<file path="src/rtl/types_pkg.sv">
`default_nettype none
// ============================================================================
// types_pkg: shared types and default parameters for board_io_sampler.
// Rev 1.0
// ============================================================================
package types_pkg;

   typedef logic [15:0] word_t;

   typedef enum logic [0:0] {
      IDLE = 1'b0,
      HOLD = 1'b1
   } snap_state_t;

   localparam int DEF_NUM_BTNS    = 5;
   localparam int DEF_SW_BITS     = 16;
   localparam int DEF_LED_BITS    = 16;
   localparam int DEF_TICK_DIV    = 1000;
   localparam int DEF_DEB_SAMPLES = 4;

endpackage
`default_nettype wire

</file>
<file path="src/rtl/board_io_sampler_if.sv">
`default_nettype none
// ============================================================================
// board_io_sampler_if: snapshot valid/ready handshake (SNAP_TIME with SNAP_TIMESTAMP_EN).
// Rev 1.0
// ============================================================================
interface board_io_sampler_if
   import types_pkg::*;
#(
   parameter int SW_BITS  = DEF_SW_BITS,
   parameter int LED_BITS = DEF_LED_BITS
);
   logic                SNAP_VALID;
   logic                SNAP_READY;
   logic [SW_BITS-1:0]  SNAP_SW;
   logic [LED_BITS-1:0] SNAP_LED;
`ifdef SNAP_TIMESTAMP_EN
   logic [31:0]         SNAP_TIME;

   modport master (output SNAP_VALID, SNAP_SW, SNAP_LED, SNAP_TIME, input SNAP_READY);
   modport slave  (input SNAP_VALID, SNAP_SW, SNAP_LED, SNAP_TIME, output SNAP_READY);
`else
   modport master (output SNAP_VALID, SNAP_SW, SNAP_LED, input SNAP_READY);
   modport slave  (input SNAP_VALID, SNAP_SW, SNAP_LED, output SNAP_READY);
`endif
endinterface
`default_nettype wire

</file>
<file path="src/rtl/btn_debounce.sv">
`default_nettype none
// ============================================================================
// btn_debounce: tick-sampled debouncer with one-cycle rising-edge press pulse.
// Rev 1.0
// ============================================================================
module btn_debounce
   import types_pkg::*;
#(
   parameter int DEB_SAMPLES = DEF_DEB_SAMPLES
) (
   input  logic clk,
   input  logic rst_n,
   input  logic tick,
   input  logic sample,
   output logic level,
   output logic press
);
   // Only DEB_SAMPLES-1 past samples are stored; the current one completes the window.
   logic [DEB_SAMPLES-2:0] hist;
   logic [DEB_SAMPLES-1:0] window;
   logic                   level_d;

   assign window = {hist, sample};

   always_ff @(posedge clk) begin
      if (!rst_n) begin
         hist    <= '0;
         level   <= 1'b0;
         level_d <= 1'b0;
         press   <= 1'b0;
      end else begin
         level_d <= level;
         press   <= level & ~level_d;
         if (tick) begin
            hist <= window[DEB_SAMPLES-2:0];
            if (&window)
               level <= 1'b1;
            else if (~|window)
               level <= 1'b0;
         end
      end
   end
endmodule
`default_nettype wire

</file>
<file path="src/rtl/board_io_sampler.sv">
`default_nettype none
// ============================================================================
// board_io_sampler: synchronise/sample board switches and buttons, snapshot handshake.
// Optional SNAP_TIMESTAMP_EN adds a tick-count timestamp to each snapshot. Rev 1.0
// ============================================================================
module board_io_sampler
   import types_pkg::*;
#(
   parameter int NUM_BTNS    = DEF_NUM_BTNS,
   parameter int SW_BITS     = DEF_SW_BITS,
   parameter int LED_BITS    = DEF_LED_BITS,
   parameter int TICK_DIV    = DEF_TICK_DIV,
   parameter int DEB_SAMPLES = DEF_DEB_SAMPLES
) (
   input  logic                CLOCK,
   input  logic                CPU_RESETN,
   input  logic [NUM_BTNS-1:0] BTN_RAW,
   input  logic [SW_BITS-1:0]  SW_RAW,
   input  logic [LED_BITS-1:0] LED_IN,
   output logic [SW_BITS-1:0]  SW_OUT,
   output logic [NUM_BTNS-1:0] BTN_LEVEL,
   output logic [NUM_BTNS-1:0] BTN_PRESS,
   input  logic                SNAP_CLR,
   output logic                SNAP_OVERRUN,
   board_io_sampler_if.master  snap
);
   localparam int CNT_W = (TICK_DIV > 1) ? $clog2(TICK_DIV) : 1;

   logic [CNT_W-1:0]    tick_cnt;
   logic                tick;
   logic [NUM_BTNS-1:0] btn_s1, btn_s2;
   logic [SW_BITS-1:0]  sw_s1, sw_s2;
   snap_state_t         state;
   logic                load;
   logic [SW_BITS-1:0]  snap_sw;
   logic [LED_BITS-1:0] snap_led;

   assign tick = (tick_cnt == CNT_W'(TICK_DIV - 1));
   // A tick captures from IDLE, or from HOLD when the consumer accepts in the same cycle.
   assign load = tick & ((state == IDLE) | snap.SNAP_READY);

   always_ff @(posedge CLOCK) begin
      if (!CPU_RESETN) begin
         tick_cnt <= '0;
         btn_s1   <= '0;
         btn_s2   <= '0;
         sw_s1    <= '0;
         sw_s2    <= '0;
         SW_OUT   <= '0;
      end else begin
         tick_cnt <= tick ? '0 : tick_cnt + CNT_W'(1);
         btn_s1   <= BTN_RAW;
         btn_s2   <= btn_s1;
         sw_s1    <= SW_RAW;
         sw_s2    <= sw_s1;
         if (tick)
            SW_OUT <= sw_s2;
      end
   end

   generate
      for (genvar i = 0; i < NUM_BTNS; i++) begin : g_btn
         btn_debounce #(
            .DEB_SAMPLES (DEB_SAMPLES)
         ) u_deb (
            .clk    (CLOCK),
            .rst_n  (CPU_RESETN),
            .tick   (tick),
            .sample (btn_s2[i]),
            .level  (BTN_LEVEL[i]),
            .press  (BTN_PRESS[i])
         );
      end
   endgenerate

`ifdef SNAP_TIMESTAMP_EN
   logic [31:0] tick_total;
   logic [31:0] snap_time;
`endif

   always_ff @(posedge CLOCK) begin
      if (!CPU_RESETN) begin
         state        <= IDLE;
         snap_sw      <= '0;
         snap_led     <= '0;
         SNAP_OVERRUN <= 1'b0;
`ifdef SNAP_TIMESTAMP_EN
         tick_total   <= '0;
         snap_time    <= '0;
`endif
      end else begin
         if (SNAP_CLR)
            SNAP_OVERRUN <= 1'b0;
         if (load) begin
            snap_sw   <= sw_s2;
            snap_led  <= LED_IN;
`ifdef SNAP_TIMESTAMP_EN
            snap_time <= tick_total;
`endif
         end
`ifdef SNAP_TIMESTAMP_EN
         if (tick)
            tick_total <= tick_total + 32'd1;
`endif
         case (state)
            IDLE: begin
               if (tick)
                  state <= HOLD;
            end
            HOLD: begin
               // Later assignment overrides SNAP_CLR so a coincident overrun wins.
               if (tick && !snap.SNAP_READY)
                  SNAP_OVERRUN <= 1'b1;
               else if (!tick && snap.SNAP_READY)
                  state <= IDLE;
            end
            default: state <= IDLE;
         endcase
      end
   end

   assign snap.SNAP_VALID = (state == HOLD);
   assign snap.SNAP_SW    = snap_sw;
   assign snap.SNAP_LED   = snap_led;
`ifdef SNAP_TIMESTAMP_EN
   assign snap.SNAP_TIME  = snap_time;
`endif
endmodule
`default_nettype wire
</file>
<file path="src/flat_wrapper.sv">
// flat-port wrapper written by rule: the top's interface ports become plain ports
module board_io_sampler_flat import types_pkg::*;
#(
   parameter int NUM_BTNS    = DEF_NUM_BTNS,
   parameter int SW_BITS     = DEF_SW_BITS,
   parameter int LED_BITS    = DEF_LED_BITS,
   parameter int TICK_DIV    = DEF_TICK_DIV,
   parameter int DEB_SAMPLES = DEF_DEB_SAMPLES
)
  (CLOCK, CPU_RESETN, BTN_RAW, SW_RAW, LED_IN, SW_OUT, BTN_LEVEL, BTN_PRESS, SNAP_CLR, SNAP_OVERRUN, snap_SNAP_VALID, snap_SNAP_SW, snap_SNAP_LED, snap_SNAP_READY);
  board_io_sampler_if #(.SW_BITS(SW_BITS), .LED_BITS(LED_BITS)) snap_i ();
  input  logic CLOCK;
  input  logic CPU_RESETN;
  input  logic [NUM_BTNS-1:0] BTN_RAW;
  input  logic [SW_BITS-1:0] SW_RAW;
  input  logic [LED_BITS-1:0] LED_IN;
  output logic [SW_BITS-1:0] SW_OUT;
  output logic [NUM_BTNS-1:0] BTN_LEVEL;
  output logic [NUM_BTNS-1:0] BTN_PRESS;
  input  logic SNAP_CLR;
  output logic SNAP_OVERRUN;
  output wire logic [$bits(snap_i.SNAP_VALID)-1:0] snap_SNAP_VALID;
  output wire logic [$bits(snap_i.SNAP_SW)-1:0] snap_SNAP_SW;
  output wire logic [$bits(snap_i.SNAP_LED)-1:0] snap_SNAP_LED;
  input wire logic [$bits(snap_i.SNAP_READY)-1:0] snap_SNAP_READY;
  assign snap_SNAP_VALID = snap_i.SNAP_VALID;
  assign snap_SNAP_SW = snap_i.SNAP_SW;
  assign snap_SNAP_LED = snap_i.SNAP_LED;
  assign snap_i.SNAP_READY = snap_SNAP_READY;
  board_io_sampler #(.NUM_BTNS(NUM_BTNS), .SW_BITS(SW_BITS), .LED_BITS(LED_BITS), .TICK_DIV(TICK_DIV), .DEB_SAMPLES(DEB_SAMPLES)) u_core (.CLOCK(CLOCK), .CPU_RESETN(CPU_RESETN), .BTN_RAW(BTN_RAW), .SW_RAW(SW_RAW), .LED_IN(LED_IN), .SW_OUT(SW_OUT), .BTN_LEVEL(BTN_LEVEL), .BTN_PRESS(BTN_PRESS), .SNAP_CLR(SNAP_CLR), .SNAP_OVERRUN(SNAP_OVERRUN), .snap(snap_i));
endmodule
</file>
<file path="config.mk">
export PLATFORM = sky130hd
export DESIGN_NAME = board_io_sampler_flat
export DESIGN_NICKNAME = d
export VERILOG_FILES = /design/src/rtl/types_pkg.sv /design/src/rtl/board_io_sampler_if.sv /design/src/rtl/btn_debounce.sv /design/src/rtl/board_io_sampler.sv /design/src/flat_wrapper.sv
export SDC_FILE = /design/constraint.sdc
export NUM_CORES = 1
export LEC_CHECK = 0
export CAP_MARGIN = 10
export CORE_UTILIZATION = 45
export CTS_CLUSTER_SIZE = 8
export DETAILED_ROUTE_END_ITERATION = 8
export PLACE_DENSITY = 0.75
export SKIP_CTS_REPAIR_TIMING = 1
export SLEW_MARGIN = 25
export SYNTH_ARGS = -nofsm -noshare
export SYNTH_HDL_FRONTEND = slang
export SYNTH_SLANG_ARGS = --single-unit
</file>
<file path="constraint.sdc">
create_clock -name CLOCK -period 1.6 [get_ports CLOCK]
set_input_delay 0.32 -clock CLOCK [delete_from_list [all_inputs] [get_ports CLOCK]]
set_output_delay 0.32 -clock CLOCK [all_outputs]
set_load 0.03 [all_outputs]
</file>
==> results.md, run 1 <==
* Run status: complete, but fails checks
* Failing checks: DRC
* Area growth syn-to-layout at 41.1%
* N_diodes at 0
* Fmax at 657 MHz
* Drt first-iter violations at 85
* Seq/Total Area, Yosys at 0.560
* P per Cell Area at 1160 mW/mm2
* Worst hold stages at 3
* Cells after Synth at 461
* Gr usage total at 0.182
* Slew Limit Fails at 0
* DIE AREA at 0.0109 mm2
* Area of the core at 0.0102 mm2
* # DRC at 1
* # fillers at 791
* Mapped Area at 0.00472 mm2
* Clock Path Buffers at 2
* FF+latch area at 0.00264 mm2
* Worst-path clk slew at 60 ps
* Hold Path Class: input port to flip-flop
* Grt ovf at 0
* Net count after synthesis at 503
* Share of layout cells above drive strength 1 at 0.0915
* Worst slew pin tran at 520 ps
* Post-synth EDFFs at 0
* Arr. time, crit path at 1920 ps
* Share of the synthesized area in the top cell type at 0.560
* Synth cell types at 39
* Final Cycle Share at 0.951
* Reg2Reg Launch Point: u_core.tick_cnt[0]$_SDFF_PP0_
* CP endpoint kind: flip-flop
* HP Start: CPU_RESETN
* Largest net degree at the start of global routing at 60
* Starting Density at 0.461
* Seq cells post-synth at 132
* RSZ-0062 raised after global routing: no
* Final RePlAce weighted congestion at 0.796
* I/O pin cnt at 101
* Vias in the first global route at 3389
* IO buf count at 100
* Chip height at 104 um
* PnR worst setup slack at 78.0 ps
* Max-Cap Viols at 0
* Drt total wl at 9.82 mm
* Dpl ws at -40.0 ps
* Main flop type after synthesis: dfxtp_1
* Multi-input gate area at 0.00185 mm2
* Reg-to-Reg End: u_core.g_btn[0].u_deb.level$_SDFFE_PN0P_
* Syn avg cell area at 10.2 um2
* Pre-antenna DRT Iters at 6
* Min cycle time layout at 1520 ps
* Yosys top cell by area: dfxtp_1
* Skew final at 6.25 ps
* CTS buffer count at 17
* Core Util, Final at 0.650
* Number of routed nets with antenna violations at 0
* Flop-to-flop setup slack at 80 ps
* Reg2Reg Depth at 5
* Data required, critical path at 2000 ps
* Final HPWL DP at 6.25 mm
* Root buf cell: clkbuf_8
* Post-layout power at 0.00772 W
* First-pass GRT wire length at 15.7 mm
* CTS tree: yes
* Leak Pwr at 3.97 nW
* Synth Warn # at 0
* Hold path endpoint: u_core.g_btn[0].u_deb.hist[0]$_SDFFE_PN0N_
* Setup-failing EPs final at 0
* # nets final at 598
* Clk sinks at 132
* Die X at 104 um
* Initial antenna violation count at 0
* Via-to-Cell Ratio at 4.88
* Final Hold Fails at 0
* Drt wl/cell at 14.0 um
* Fraction of registers with async set/reset at 0
* CP Class: flip-flop to flip-flop
* Routed vias at 3434
* Max transition margin at 0.653
* H-tree levels at 4
* Startpoint types: flip-flop
* Largest cells by area after synthesis: dfxtp_1, mux2i_1, nand2_1
* Max FO, Critical Path at 9
* VDD IR max at 0.696 mV
* Worst-Skew Late Latency at 510 ps
* Rows at 37
==> cells by family (layout without fill, tap and decap cells) <==
kind of cell	count (synthesis)	after routing	share of synthesized area
AO/OA/AOI/OAI	16	16	0.0287
flip-flops	132	132	0.560
XOR/XNOR	3	3	0.00557
AND/OR/NAND/NOR	204	204	0.216
adder cells (fa/ha/maj)	1	1	0.00265
multiplexers	63	63	0.134
buffers and inverters	42	149	0.0528
==> how the worst max path moves through the flow <==
| stage | start | end | slack (ps) | cells past startpoint |
|---|---|---|---|---|
| after detailed placement | u_core.tick_cnt[0]$_SDFF_PP0_ | u_core.tick_cnt[5]$_SDFF_PP0_ | -40 | 5 |
| after global placement | snap_SNAP_READY | u_core.snap.SNAP_LED[15]$_SDFFE_PN0P_ | 20 | 5 |
| after CTS | u_core.snap.SNAP_SW[2]$_SDFFE_PN0P_ | snap_SNAP_SW[2] | -300 | 1 |
| final | u_core.tick_cnt[0]$_SDFF_PP0_ | u_core.g_btn[0].u_deb.level$_SDFFE_PN0P_ | 80 | 5 |
| after global routing | u_core.tick_cnt[0]$_SDFF_PP0_ | u_core.g_btn[0].u_deb.level$_SDFFE_PN0P_ | 10 | 5 |
| after floorplan | u_core.tick_cnt[0]$_SDFF_PP0_ | u_core.tick_cnt[5]$_SDFF_PP0_ | 70 | 6 |
==> layout by cell type (no fill, tap or decap), types with 2 or more instances in the layout <==
cell             count
nor2b_1              5
or3_1                3
inv_1                2
clkbuf_1             3
nand3_1              4
buf_12               4
and3_1               3
nand2_1            105
dfxtp_1            131
xnor2_1              2
buf_4               11
nand2b_1             2
and4_1               2
nand4_1             12
clkinv_2             2
bufinv_16            5
clkbuf_16           18
mux2i_1             63
a32o_1               5
nor2_1               8
nor4_1               5
clkdlybuf4s50_1     39
nor3b_1              2
and2_1              47
dlymetal6s2s_1      60
clkbuf_8             3
==> report_power, final <==
group,leakage (nW),internal (W),switching (W)
Clock,0.305,0.00276,0.00131
Sequential,1.07,0.00335,0.0000403
Combinational,2.59,0.000147,0.000105
Total,3.97,0.00626,0.00146
==> critical path, stage by stage (launching register included) <==
cell and delay [ps]:
dfxtp_2 330, ha_2 180, and4bb_2 280, buf_4 180, and2_4 190, a32o_1 260
==> synthesized netlist by cell type (2+ instances only) <==
| cell | instances |
|---|---|
| nor3b_1 | 2 |
| nand2_1 | 105 |
| inv_1 | 2 |
| or3_1 | 3 |
| nor4_1 | 5 |
| a32o_1 | 5 |
| buf_6 | 4 |
| and2_1 | 48 |
| and3_1 | 3 |
| mux2i_1 | 63 |
| nand2b_1 | 2 |
| nor2b_1 | 5 |
| buf_4 | 15 |
| dfxtp_1 | 132 |
| clkbuf_1 | 16 |
| nand4_1 | 12 |
| nand3_1 | 5 |
| o311ai_0 | 2 |
| and4_1 | 2 |
| nor2_1 | 8 |
| xnor2_1 | 2 |
| buf_2 | 3 |
==> layout make-up <==
type | instances | share of cell area
Timing Repair Buffer | 116 | 0.203
Tap cell | 136 | 0.0256
Multi-Input combinational cell | 287 | 0.278
Sequential cell | 132 | 0.397
Clock buffer | 22 | 0.0681
Clock inverter | 9 | 0.0265
Inverter | 2 | 0.00113
==> through the flow <==
step	hold slack (ps)	std cells	area (um2)	setup TNS, ps
final	241	704	6650	0
after global routing	236	704	6650	0
after CTS	223	702	6430	-16010
after detailed placement	375	671	5800	-153
after global placement	371	671	5800	0
after floorplan	367	461	4720	0
==> sequential cells by signal, summed over array words and instances, names as in the netlist <==
| signal | count |
|---|---|
| u_core.sw_s2 | 16 |
| u_core.sw_s1 | 16 |
| u_core.snap.SNAP_SW | 16 |
| u_core.btn_s2 | 5 |
| u_core.g_btn.u_deb.hist | 15 |
| u_core.tick_cnt | 10 |
| u_core.snap.SNAP_VALID | 1 |
| u_core.snap.SNAP_LED | 16 |
| u_core.SW_OUT | 16 |
| u_core.btn_s1 | 5 |
| u_core.g_btn.u_deb.level_d | 5 |
| u_core.g_btn.u_deb.press | 5 |
| u_core.g_btn.u_deb.level | 5 |
| u_core.SNAP_OVERRUN | 1 |
==> layer usage <==
layer / up-vias / GRT usage / share of wire
met5: - / 0 / 0
met4: 0 / 0.0867 / 0.019
met3: 19 / 0.0551 / 0.047
met2: 101 / 0.301 / 0.50
met1: 1597 / 0.215 / 0.43
li1: 1717 / - / -
Power figures use the tool's default switching activity.
==> run 2, diff against run 1 <==
- CELL_PAD_IN_SITES_DETAIL_PLACEMENT: default -> 1
- CELL_PAD_IN_SITES_GLOBAL_PLACEMENT: default -> 2
- CORE_UTILIZATION: 45 -> 28
- PLACE_DENSITY: 0.75 -> default
- PLACE_DENSITY_LB_ADDON: default -> 0.1
==> run 2 against run 1 <==
The run now ends clean. Maximum frequency decreased by 1.3%. Non-clock buffer count grew 7. Sequential power about the same. Count of clock-buffer cells in the layout shrank 1. Critical path type unchanged. Cell area rose by 2.5%. Critical endpoint is now u_core.snap.SNAP_SW[6]$_SDFFE_PN0P_. Register-to-register slack got worse by 20 ps. Hold slack better by 53 ps. Power increased by 4.1%. Routed wire length increased by 12%. Worst setup slack worse by 20 ps. Largest cell class unchanged.
==> results.md, run 2 (synthesis results as in run 1) <==
* Final Cycle Share at 0.964
* Skew final at 5.90 ps
* CP Cell Sequence: ha_1 > and4bb_1 > buf_4 > nand4_4 > buf_12 > mux2i_1
* Hold Path Class: input port to flip-flop
* Area of the core at 0.0165 mm2
* Max FO, Critical Path at 23
* Most common cell after layout, fill and taps aside: dfxtp_1
* CP bufs+invs at 2
* Reg2Reg Depth at 6
* Cell with the biggest individual delay on the critical path: dfxtp_1
* Die X at 132 um
* Dpl ws at 4.48 ps
* Routed vias at 3457
* Worst-path clk slew at 50 ps
* RSZ-0062 raised after global routing: yes
* CTS tree: yes
* Drt first-iter violations at 123
* Area growth syn-to-layout at 44.7%
* Top Family by Delay on Critical Path: buffers and inverters
* IO buf count at 100
* H-tree levels at 4
* VDD IR max at 0.714 mV
* First-pass GRT wire length at 17.9 mm
* CP Class: flip-flop to flip-flop
* I/O pin cnt at 101
* Initial antenna violation count at 0
* Clk sinks at 132
* Starting Density at 0.285
* Arr. time, crit path at 1880 ps
* DIE AREA at 0.0174 mm2
* Grt ovf at 0
* P per Cell Area at 1180 mW/mm2
* CP endpoint kind: flip-flop
* Run status: completed
* Rows at 47
* Core Util, Final at 0.413
* Final Hold Fails at 0
* Pint at 0.00650 W
* Share of layout cells above drive strength 1 at 0.0991
* FF+latch area at 0.00264 mm2
* Vias in the first global route at 3510
* Min cycle time layout at 1540 ps
* Pre-antenna DRT Iters at 4
* Max-Cap Viols at 0
* # nets final at 605
* Seq pwr share at 0.420
* # fillers at 1817
* Drt total wl at 11.0 mm
* WP depth at 6
* Worst-Skew Late Latency at 410 ps
* CTS buffer count at 17
* PnR worst setup slack at 57.8 ps
* Switching power at 0.00153 W
* Fmax at 648 MHz
* Most frequent cells in the layout: dfxtp_1, nand2_1, mux2i_1
* Worst slew pin tran at 494 ps
* Chip height at 132 um
* Worst hold stages at 3
* Max transition margin at 0.668
* Gr usage total at 0.132
* Worst path max stage delay at 310 ps
* Clock Path Buffers at 2
* Setup-failing EPs final at 0
* Slew Limit Fails at 0
* Drt wl/cell at 13.8 um
* Number of routed nets with antenna violations at 0
* Startpoint types: flip-flop
* Data required, critical path at 1940 ps
* Root buf cell: clkbuf_16
* Final RePlAce weighted congestion at 0.740
* Multi-input gate area at 0.00184 mm2
* Leak Pwr at 4.02 nW
* Combinational fraction of design power at 0.037
* Via-to-Cell Ratio at 4.35
* Largest net degree at the start of global routing at 58
* N_diodes at 0
* # DRC at 0
* Final HPWL DP at 7.62 mm
* Clock Power Share at 0.544
* Flop-to-flop setup slack at 60 ps
* Switching Share at 0.191
## run 2: power groups by stage
stage	clock network, W	logic [W]	registers, W
floorplan	0	0.000133	0.00344
global placement	0	0.000295	0.00344
detailed placement	0	0.000300	0.00344
CTS	0.00448	0.000302	0.00337
global route	0.00463	0.000327	0.00338
finish	0.00437	0.000294	0.00337
## run 2: worst paths after layout
check                                                              start                                    endpoint
worst max-delay path                       u_core.tick_cnt[0]$_SDFF_PP0_         u_core.snap.SNAP_SW[6]$_SDFFE_PN0P_
worst min-delay path                                          CPU_RESETN  u_core.g_btn[3].u_deb.hist[2]$_SDFFE_PN0N_
worst max register to register             u_core.tick_cnt[0]$_SDFF_PP0_         u_core.snap.SNAP_SW[6]$_SDFFE_PN0P_
worst min register to register  u_core.g_btn[3].u_deb.level_d$_SDFF_PN0_      u_core.g_btn[3].u_deb.press$_SDFF_PN0_
## run 2: stage by stage
stage / cells / instance area (um2) / total power, W / hold WS (ps) / setup TNS, ps
floorplan: 461 / 4720 / 0.00357 / 367 / 0
finish: 795 / 6820 / 0.00803 / 294 / 0
detailed placement: 764 / 6000 / 0.00374 / 374 / 0
CTS: 795 / 6660 / 0.00815 / 278 / -10260
global placement: 764 / 6000 / 0.00374 / 373 / 0
global route: 795 / 6820 / 0.00833 / 298 / -60.2
## run 2: layout make-up
class,count,share of cell area
tap,220,0.0404
clock inverter,10,0.0297
sequential,132,0.387
inverter,2,0.00110
timing repair buffer,123,0.205
clock buffer,21,0.0675
multi-input combinational,287,0.269
## run 2: per-layer routing
metal  up-vias  GRT usage  part of all wire
met1      1643      0.163              0.47
met3        16     0.0423             0.041
met5         -          0                 0
met2        71      0.212              0.47
li1       1727          -                 -
met4         0     0.0562             0.016
## run 2: worst reg2reg max path: stages (launching register included)
cell and delay, ps:
dfxtp_1 310, ha_1 200, and4bb_1 230, buf_4 160, nand4_4 110, buf_12 210
mux2i_1 240
